## config.mk

```make
export PLATFORM = sky130hd
export DESIGN_NAME = bindct8_pipe
export DESIGN_NICKNAME = d
export VERILOG_FILES = /design/src/rtl/bindct_pkg.sv /design/src/rtl/bindct_round_sat.sv /design/src/rtl/bindct8_pipe.sv
export SDC_FILE = /design/constraint.sdc
export NUM_CORES = 1
export LEC_CHECK = 0
export ABC_AREA = 1
export ABC_CLOCK_PERIOD_IN_PS = 11400
export CAP_MARGIN = 15
export CORE_MARGIN = 4
export CORE_UTILIZATION = 25
export CTS_CLUSTER_SIZE = 25
export DETAILED_ROUTE_END_ITERATION = 8
export SETUP_SLACK_MARGIN = 0.05
export SLEW_MARGIN = 20
export SYNTH_ARGS = -nofsm -noshare
export SYNTH_HDL_FRONTEND = slang
export SYNTH_HIERARCHICAL = 1
export SYNTH_SLANG_ARGS = --single-unit
```

## constraint.sdc

```tcl
create_clock -name clk -period 11.4 [get_ports clk]
set_clock_uncertainty 0.2 [all_clocks]
set_input_delay 1.14 -clock clk [delete_from_list [all_inputs] [get_ports clk]]
set_output_delay 1.14 -clock clk [all_outputs]
set_load 0.01 [all_outputs]
```

## src/rtl/bindct_pkg.sv

```systemverilog
// Shared constants for the pipelined 8-point forward binDCT.
// Contents: stage count, default widths, and the map from the S4 result
// vector to natural DCT coefficient order.
package bindct_pkg;

  localparam int unsigned NumStages   = 4;
  localparam int unsigned NumLanes    = 8;
  localparam int unsigned DefInWidth  = 8;
  localparam int unsigned DefIntBits  = 4;
  localparam int unsigned DefFracBits = 6;
  localparam int unsigned DefOutWidth = 20;

  // The S4 result vector is ordered {d0, d1, d2, d3, d4, d5, d6, c7}.
  // out_src(k) is the index of the entry that becomes coefficient Y[k].
  function automatic int unsigned out_src(input int unsigned k);
    case (k)
      0:       return 0;  // Y0 = d0
      1:       return 7;  // Y1 = c7
      2:       return 3;  // Y2 = d3
      3:       return 6;  // Y3 = d6
      4:       return 1;  // Y4 = d1
      5:       return 5;  // Y5 = d5
      6:       return 2;  // Y6 = d2
      default: return 4;  // Y7 = d4
    endcase
  endfunction

endpackage

```

## src/rtl/bindct_round_sat.sv

```systemverilog
// One output lane of the binDCT formatter: optional round-half-up, arithmetic
// right shift, then clip to a signed OUT_WIDTH range.
// Ports:
//   y_i   - signed internal coefficient (IN_W bits)
//   y_o   - formatted, clipped coefficient (OUT_WIDTH bits, two's complement)
//   sat_o - high when y_o was clipped
module bindct_round_sat #(
  parameter int unsigned IN_W      = 18,
  parameter int unsigned OUT_WIDTH = 20,
  parameter int unsigned OUT_SHIFT = 0,
  parameter int unsigned ROUND     = 1
) (
  input  logic signed [IN_W-1:0]      y_i,
  output logic        [OUT_WIDTH-1:0] y_o,
  output logic                        sat_o
);

  // One extra bit so the rounding bias can never overflow.
  localparam int unsigned ExtW = IN_W + 1;

  logic signed [ExtW-1:0] ext;
  logic signed [ExtW-1:0] bias;
  logic signed [ExtW-1:0] shr;

  assign ext = ExtW'(y_i);

  if (ROUND != 0 && OUT_SHIFT > 0) begin : g_rnd
    assign bias = ExtW'(1) <<< (OUT_SHIFT - 1);
  end else begin : g_trunc
    assign bias = '0;
  end

  assign shr = (ext + bias) >>> OUT_SHIFT;

  if (OUT_WIDTH > ExtW) begin : g_wide
    // Output range covers every representable value: sign-extend only.
    assign y_o   = {{(OUT_WIDTH - ExtW){shr[ExtW-1]}}, shr};
    assign sat_o = 1'b0;
  end else begin : g_clip
    // In range iff all bits from the output sign bit upward agree.
    logic [ExtW-OUT_WIDTH:0] hi_bits;
    logic                    ovf;
    assign hi_bits = shr[ExtW-1:OUT_WIDTH-1];
    assign ovf     = !((&hi_bits) || !(|hi_bits));
    assign sat_o   = ovf;
    assign y_o     = !ovf ? shr[OUT_WIDTH-1:0] :
                     shr[ExtW-1] ? {1'b1, {(OUT_WIDTH - 1){1'b0}}} :
                                   {1'b0, {(OUT_WIDTH - 1){1'b1}}};
  end

endmodule

```

## src/rtl/bindct8_pipe.sv

```systemverilog
// Fully pipelined 8-point forward binDCT (lifting datapath) with an elastic
// valid/ready pipeline of four register stages and a round/shift/clip output.
// Ports:
//   clk, rst             - clock, synchronous active-high reset
//   in_valid / in_ready  - input handshake, x_in lanes [0..7]
//   out_valid / out_ready- output handshake, y_out lanes in natural DCT order
//   sat_out              - some lane of the current y_out was clipped
module bindct8_pipe
  import bindct_pkg::*;
#(
  parameter int unsigned IN_WIDTH    = DefInWidth,
  parameter int unsigned INT_BITS    = DefIntBits,
  parameter int unsigned FRAC_BITS   = DefFracBits,
  parameter int unsigned INTER_WIDTH = IN_WIDTH + INT_BITS + FRAC_BITS,
  parameter int unsigned OUT_WIDTH   = DefOutWidth,
  parameter int unsigned OUT_SHIFT   = 0,
  parameter int unsigned ROUND       = 1,
  parameter int unsigned LEVEL_SHIFT = 0
) (
  input  logic                               clk,
  input  logic                               rst,
  input  logic                               in_valid,
  output logic                               in_ready,
  input  logic [NumLanes-1:0][IN_WIDTH-1:0]  x_in,
  output logic                               out_valid,
  input  logic                               out_ready,
  output logic [NumLanes-1:0][OUT_WIDTH-1:0] y_out,
  output logic                               sat_out
);

  typedef logic signed [INTER_WIDTH-1:0] word_t;

  // ---------------- handshake: v_q[0] is S1, v_q[3] is the output register
  logic [NumStages-1:0] v_q;
  logic rdy1, rdy2, rdy3, rdy4;
  logic ld1, ld2, ld3, ld4;

  assign rdy4 = !v_q[3] | out_ready;
  assign rdy3 = !v_q[2] | rdy4;
  assign rdy2 = !v_q[1] | rdy3;
  assign rdy1 = !v_q[0] | rdy2;

  assign ld1 = in_valid & rdy1;
  assign ld2 = v_q[0] & rdy2;
  assign ld3 = v_q[1] & rdy3;
  assign ld4 = v_q[2] & rdy4;

  assign in_ready  = rdy1;
  assign out_valid = v_q[3];

  // A stage that can accept takes its upstream valid; one that cannot is full and stays so.
  always_ff @(posedge clk) begin
    if (rst) begin
      v_q <= '0;
    end else begin
      if (rdy1) v_q[0] <= in_valid;
      if (rdy2) v_q[1] <= v_q[0];
      if (rdy3) v_q[2] <= v_q[1];
      if (rdy4) v_q[3] <= v_q[2];
    end
  end

  // ---------------- datapath
  word_t s   [NumLanes];
  word_t a_d [NumLanes];
  word_t s1_q[NumLanes];
  word_t s2_d[NumLanes];
  word_t s2_q[NumLanes];
  word_t s3_d[NumLanes];
  word_t s3_q[NumLanes];
  word_t e   [NumLanes];
  word_t b0, b1;

  logic [NumLanes-1:0][OUT_WIDTH-1:0] y_d;
  logic [NumLanes-1:0]                sat_lane;

  // Entry and S1 butterflies. Level shift by 2^(IN_WIDTH-1) equals flipping the MSB.
  always_comb begin
    for (int i = 0; i < 8; i++) begin
      logic [IN_WIDTH-1:0] xs;
      xs = x_in[i];
      if (LEVEL_SHIFT != 0) xs[IN_WIDTH-1] = ~xs[IN_WIDTH-1];
      s[i] = word_t'($signed(xs));
    end
    for (int i = 0; i < 4; i++) begin
      a_d[i]   = (s[i] + s[7-i]) <<< FRAC_BITS;
      a_d[i+4] = (s[3-i] - s[4+i]) <<< FRAC_BITS;
    end
  end

  // S2: lifting on a5/a6. Stored as {a0, a1, a2, a3, a4, a7, b0, b1}.
  always_comb begin
    b0 = (s1_q[5] >>> 2) + (s1_q[5] >>> 3) + s1_q[6];
    b1 = (b0 >>> 1) + (b0 >>> 3) - s1_q[5];
    s2_d = '{s1_q[0], s1_q[1], s1_q[2], s1_q[3], s1_q[4], s1_q[7], b0, b1};
  end

  // S3 butterflies.
  always_comb begin
    s3_d[0] = s2_q[0] + s2_q[3];
    s3_d[1] = s2_q[1] + s2_q[2];
    s3_d[2] = s2_q[1] - s2_q[2];
    s3_d[3] = s2_q[0] - s2_q[3];
    s3_d[4] = s2_q[4] + s2_q[7];
    s3_d[5] = s2_q[4] - s2_q[7];
    s3_d[6] = s2_q[5] - s2_q[6];
    s3_d[7] = s2_q[5] + s2_q[6];
  end

  // S4 lifting; e = {d0, d1, d2, d3, d4, d5, d6, c7}.
  always_comb begin
    e[0] = s3_q[0] + s3_q[1];
    e[1] = (e[0] >>> 1) - s3_q[1];
    e[2] = s3_q[2] - ((s3_q[3] >>> 2) + (s3_q[3] >>> 3));
    e[3] = s3_q[3] + (e[2] >>> 2) + (e[2] >>> 3);
    e[4] = s3_q[4] - (s3_q[7] >>> 3);
    e[5] = s3_q[5] + (s3_q[6] >>> 1) + (s3_q[6] >>> 2) + (s3_q[6] >>> 3);
    e[6] = s3_q[6] - (e[5] >>> 1);
    e[7] = s3_q[7];
  end

  for (genvar k = 0; k < NumLanes; k++) begin : g_lane
    localparam int unsigned Src = out_src(k);
    bindct_round_sat #(
      .IN_W      (INTER_WIDTH),
      .OUT_WIDTH (OUT_WIDTH),
      .OUT_SHIFT (OUT_SHIFT),
      .ROUND     (ROUND)
    ) u_round_sat (
      .y_i   (e[Src]),
      .y_o   (y_d[k]),
      .sat_o (sat_lane[k])
    );
  end

  always_ff @(posedge clk) begin
    if (rst) begin
      s1_q    <= '{default: '0};
      s2_q    <= '{default: '0};
      s3_q    <= '{default: '0};
      y_out   <= '0;
      sat_out <= 1'b0;
    end else begin
      if (ld1) s1_q <= a_d;
      if (ld2) s2_q <= s2_d;
      if (ld3) s3_q <= s3_d;
      if (ld4) begin
        y_out   <= y_d;
        sat_out <= |sat_lane;
      end
    end
  end

endmodule

```

### Yosys cells after proc, flatten, opt, wreduce, memory -nomap -nowiden

Cells that the tools add are included.

| cells by class | value |
|---|---|
| add/sub/neg operators | 31 |
| bitwise operators | 8 |
| reductions and logical operators | 4 |

Operator list:

| kind | count |
|---|---|
| $add 18x18->18 | 5 |
| $sub 18x18->18 | 4 |
| $add 18x15->18 | 2 |
| $add 18x16->18 | 2 |
| $add 8x8->9 | 4 |
| $sub 18x15->18 | 2 |
| $sub 18x17->18 | 2 |
| $sub 8x8->9 | 4 |
| $add 14x18->18 | 1 |
| $add 17x15->18 | 1 |
| $add 18x17->18 | 1 |
| $sub 17x18->18 | 1 |
| $add 16x15->17 | 1 |
| $add 13x12->14 | 1 |
| $and 1x1->1 | 4 |
| $logic_not 1->1 | 4 |
| $or 1x1->1 | 4 |

| word-level totals | value |
|---|---|
| output and inout port bits | 163 |
| flip-flop bits (word level) | 493 |
| bits of input ports | 68 |

### Longest topological paths before layout

| depth | value |
|---|---|
| word-level depth | 6 |
| depth in mapped cells | 29 |

### By module

Netlist, hierarchy kept.

Modules (own cells, without submodules):

| module | cells an instance | area an instance (um^2) | times used | seq. area each (um^2) |
|---|---|---|---|---|
| bindct8_pipe | 3802 | 28019.4 | 1 | 8448.1 |
| bindct_round_sat | 22 | 161.4 | 8 | 0.0 |

### Worst setup path after synthesis

No wires, ideal clock.

| timing path | value |
|---|---|
| kind | flip-flop to flip-flop |
| start | reg s3_q[37] (netlist bit) |
| end | reg y_out[76] (netlist bit) |
| setup time | 0.116 ns |
| buffers on the path | 1 |
| path slack | 6.751 ns |
| data arrival time | 4.334 ns |
| data required time | 11.084 ns |
| cell stages (with the launch flop) | 26 |
| cell sequence | dfxtp_1 > inv_1 > fa_1 > fa_1 > inv_1 > ha_1 > a21oi_1 > nand2_1 > a31oi_1 > o21ai_0 > a31o_2 > xor2_1 > inv_1 > ha_1 > nand2_1 > nor2_1 > inv_1 > o211ai_1 > nand4_1 > nand2_2 > nand3b_1 > nand3_1 > nand2_1 > buf_4 > nor2_1 > nor2_1 |

RTL lines:

| element | RTL line | source |
|---|---|---|
| start, declared | bindct8_pipe.sv:70 | `word_t s3_q[NumLanes];` |
| start signal, assigned | bindct8_pipe.sv:140 | `s3_q <= '{default: '0};` |
| start signal, assigned | bindct8_pipe.sv:146 | `if (ld3) s3_q <= s3_d;` |
| end signal, assigned | bindct8_pipe.sv:148 | `y_out <= y_d;` |
| end, declared | bindct8_pipe.sv:27 | `output logic [NumLanes-1:0][OUT_WIDTH-1:0] y_out,` |

==> flow_summary.ini <==
[outcome]
status = finished clean

[critical_path]
crit_path_frequent_cell = nor2_1
crit_path_start_kind = register
crit_path_top_delay_cell = dfxtp_1
worstPathMaxFanout = 9
critical-path-max-stage-delay_ns = 0.54
timing_worst_setup_path_type = register to register
cp_cell_sequence = inv_1, ha_1, xor2_1, inv_1, o21ai_0, nand2_1, a21oi_1, xor2_1, inv_1, fa_1, inv_1, ha_1, nand2_1, nor2_1, nand2_1, o211ai_1, a21boi_0, o21ai_0, nand2_1, nor2_1, nor2_1, xor2_1, nor2_1, nor2_1
reg2reg_from = s3_q[78]$_SDFFE_PP0P_
worst-endpoint-arrival_ns = 5.51
r2r.worst_path.cells = 24
worst_setup_path_startpoint = s3_q[78]$_SDFFE_PP0P_
worst_setup_path_endpoint = y_out[58]$_SDFFE_PP0P_
timing.rr.end = y_out[58]$_SDFFE_PP0P_
required_ns = 11.73
worstSetupEndpointType = register
worst-r2r-setup-slack_ns = 6.21

[timing]
final.setup.tns_ns = 0
max_slew_margin_pct = 31.6
worst_slew_pin_slew_ns = 1.03
setup_viol_count_final = 0
grt_setup_unrepaired = no
final_min_period_over_clock_period_pct = 45.5
report.final.slew_viol_count = 0
clock.fmax_ghz = 0.193
layout_min_cycle_time_ns = 5.19
timing_hold_violations_final = 0

[clock_tree]
tritoncts_sinks = 422
tritoncts_clock_tree = done
cts_setup_buffers = 0
cts_inserted_buffers = 49
cells_resized_by_post_cts_repair = 0
htreeDepth = 2
cts.reportedPaths.clkPinSlew_ns = 0.06
clkLatencyLatePin_ns = 0.60
cts_hold_buffers = 0
cts.path.max_buffers = 3
clock_tree.root_cell = clkbuf_16

[detailed_routing]
routed_wirelength_um = 84000
post_route_antenna_net_violation_count = 0
vias_per_cell = 4.41
remaining_drc_errors = 0
dr.first_iter.drc_count = 1474
routed-via-count = 24400
detail_route.wl_per_cell_um = 15.2
detailedRoute.firstPassIterationCount = 5

[placement]
place.port_buffers = 230
post_detailed_placement_half_perimeter_wirelength_um = 65700
globalplace.congestion = 0.858
dpl_cell_area_um2 = 31800

[final_layout]
finalNetCount = 4399
postLayoutCellArea_um2 = 33500
syn_to_final_growth_pct = 14.3
drive_gt1_share_pct = 3.87

[pwr]
relative_contribution_of_sequential_cells_to_total_power_pct = 27.6
portion_of_total_power_attributed_to_the_clock_network_pct = 27.8
sw_share_pct = 40.9
max-vdd-ir-drop_mv = 0.110
part_of_the_total_power_dissipated_in_combinational_logic_pct = 44.6
cellPowerDensity_nw_per_um2 = 179
p_sw_uw = 2450
cell_internal_power_uw = 3540
p_leak_uw = 0.0161

[global_route]
grt.overflow.total = 0
vias_in_the_first_global_route = 23100
grt_first_pass_wirelength_um = 132000
grt_antenna_before_repair = 1
grt_max_degree = 114
grt.total_usage_pct = 13.3

[synth]
postSynthCellCount = 3978
synth_seq_cells = 422
share_of_synthesized_registers_carrying_an_async_set_or_reset_pct = 0
synth-edff-count = 0
syn_area_per_cell_um2 = 7.37
ys.warnings.count = 6
synth-seq-area-share_pct = 28.8
synth_top_flop_cell = dfxtp_1
synth.lib_cells_used.distinct = 53
synth_area_um2 = 29300

[worst_hold_path]
hold_crit_path_type = register to register

[floorplan]
core_area_um2 = 116000
design.die.area_um2 = 123000
std_cell_rows = 125
chipWidth_um = 350
chipHeight_um = 350
initial_util_pct = 25.2
top_ports = 231

[flow_run]
max-cap-violations = 0
[synthesized netlist by cell type, types with 3 or more instances]
master,count,share of area (%)
o21ai_0,451,7.7
o21ai_1,9,0.15
o21ai_2,6,0.18
nand3_2,6,0.20
buf_2,36,0.61
nand4_1,23,0.49
inv_1,577,7.4
fa_1,79,5.4
inv_2,5,0.064
o221ai_1,4,0.12
nor2_2,4,0.085
nand3b_1,3,0.077
nor2_1,542,6.9
or2_2,4,0.085
buf_1,6,0.077
o21bai_1,26,0.67
a21o_1,12,0.31
o22ai_1,3,0.064
o211ai_1,19,0.49
ha_1,287,12
nand2_1,356,4.6
and2_1,3,0.064
a21oi_1,378,6.5
nor3_1,28,0.48
xor2_1,172,5.1
clkbuf_1,112,1.4
conb_1,9,0.12
nor4_1,6,0.13
nand3_1,83,1.4
o31ai_1,20,0.51
xnor2_1,47,1.4
buf_4,169,4.3
dfxtp_1,422,29
a31oi_1,20,0.43
a31o_2,3,0.090
o21a_1,3,0.077
a221oi_1,4,0.12
nand2_2,17,0.36
a211oi_1,5,0.13
[power groups by stage]
stage | Clock [uW] | Combinational, uW | Sequential [uW]
after floorplan | 0 | 2360 | 1660
after global placement | 0 | 2660 | 1680
after detailed placement | 0 | 2650 | 1690
after CTS | 1720 | 2670 | 1650
after global routing | 1780 | 3000 | 1660
final | 1670 | 2670 | 1650
[per-layer routing]
layer | vias to the layer above | track usage, % | part of all wire (%) | wire (um)
li1 | 12600 | - | - | -
met1 | 11200 | 20.3 | 52 | 43700
met4 | 0 | 2.51 | 1.6 | 1370
met5 | - | 0 | 0 | 0
met3 | 62 | 1.84 | 4.8 | 3990
met2 | 475 | 20.0 | 42 | 34900
[sequential cells by signal (all words and copies together), names as in the netlist]
name and count:
e 13, s1_q 68, s2_q 82, s3_q 94, sat_out 1, v_q 4
y_out 160
[layout by cell type (no fill, tap or decap), types with 23 or more instances in the layout]
master and n:
inv_1 575, nor2_1 541, o21ai_0 451, dfxtp_1 422
a21oi_1 378, nand2_1 354, ha_1 287, clkdlybuf4s50_1 229
xor2_1 172, nand3_1 83, fa_1 79, clkbuf_16 49
xnor2_1 47, nor3_1 28, conb_1 28, o21bai_1 26
nand4_1 23
[stage by stage]
| stage | power [uW] | utilization (%) | setup WS (ns) | cells | hold slack (ns) |
|---|---|---|---|---|---|
| after CTS | 6040 | 28.8 | 6.26 | 5530 | 0.274 |
| after global routing | 6440 | 28.8 | 5.70 | 5530 | 0.293 |
| final | 5990 | 28.8 | 6.21 | 5531 | 0.278 |
| after floorplan | 4020 | - | 6.75 | 3997 | 0.248 |
| after global placement | 4350 | 27.3 | 6.38 | 5438 | 0.265 |
| after detailed placement | 4340 | 27.3 | 6.30 | 5438 | 0.265 |
[final cells by class]
| class | count | area (um^2) |
|---|---|---|
| diodes | 1 | 2.50 |
| multi-input cells | 2667 | 16900 |
| repair buffers | 242 | 2390 |
| clock buffers | 67 | 1380 |
| flip-flops and latches | 422 | 8450 |
| inverters | 583 | 2200 |
| fillers | 12700 | 82900 |
| well taps | 1524 | 1910 |
| clock inverters | 25 | 318 |
[cells by family after synthesis]
logic type	after synthesis	synth area share, %
AO/OA/AOI/OAI	975	17.9
XOR/XNOR	219	6.54
adder cells (fa/ha/maj)	366	17.6
buffers and inverters	908	14.0
flip-flops	422	28.8
other	9	0.115
AND/OR/NAND/NOR	1079	15.0
[critical path, delay by kind of cell (launching register included)]
kind                     cells  cell delay, ns
buffers and inverters        4            0.42
AO/OA/AOI/OAI                5            0.98
flip-flops                   1            0.54
adder cells (fa/ha/maj)      3            1.22
XOR/XNOR                     3            0.90
AND/OR/NAND/NOR              9            0.84
[how the worst min path moves through the flow]
stage,endpoint,cells past startpoint,startpoint,slack (ns)
6_report,s3_q[105]$_SDFFE_PP0P_,2,s3_q[105]$_SDFFE_PP0P_,0.28
5_1_grt,s3_q[141]$_SDFFE_PP0P_,2,s3_q[141]$_SDFFE_PP0P_,0.29
4_1_cts,s3_q[141]$_SDFFE_PP0P_,2,s3_q[141]$_SDFFE_PP0P_,0.27
3_5_place_dp,s3_q[141]$_SDFFE_PP0P_,2,s3_q[141]$_SDFFE_PP0P_,0.26
3_3_place_gp,s3_q[105]$_SDFFE_PP0P_,2,s3_q[105]$_SDFFE_PP0P_,0.27
2_1_floorplan,e[6]$_SDFFE_PP0P_,2,e[6]$_SDFFE_PP0P_,0.25
(Power assumes the default switching activity.)
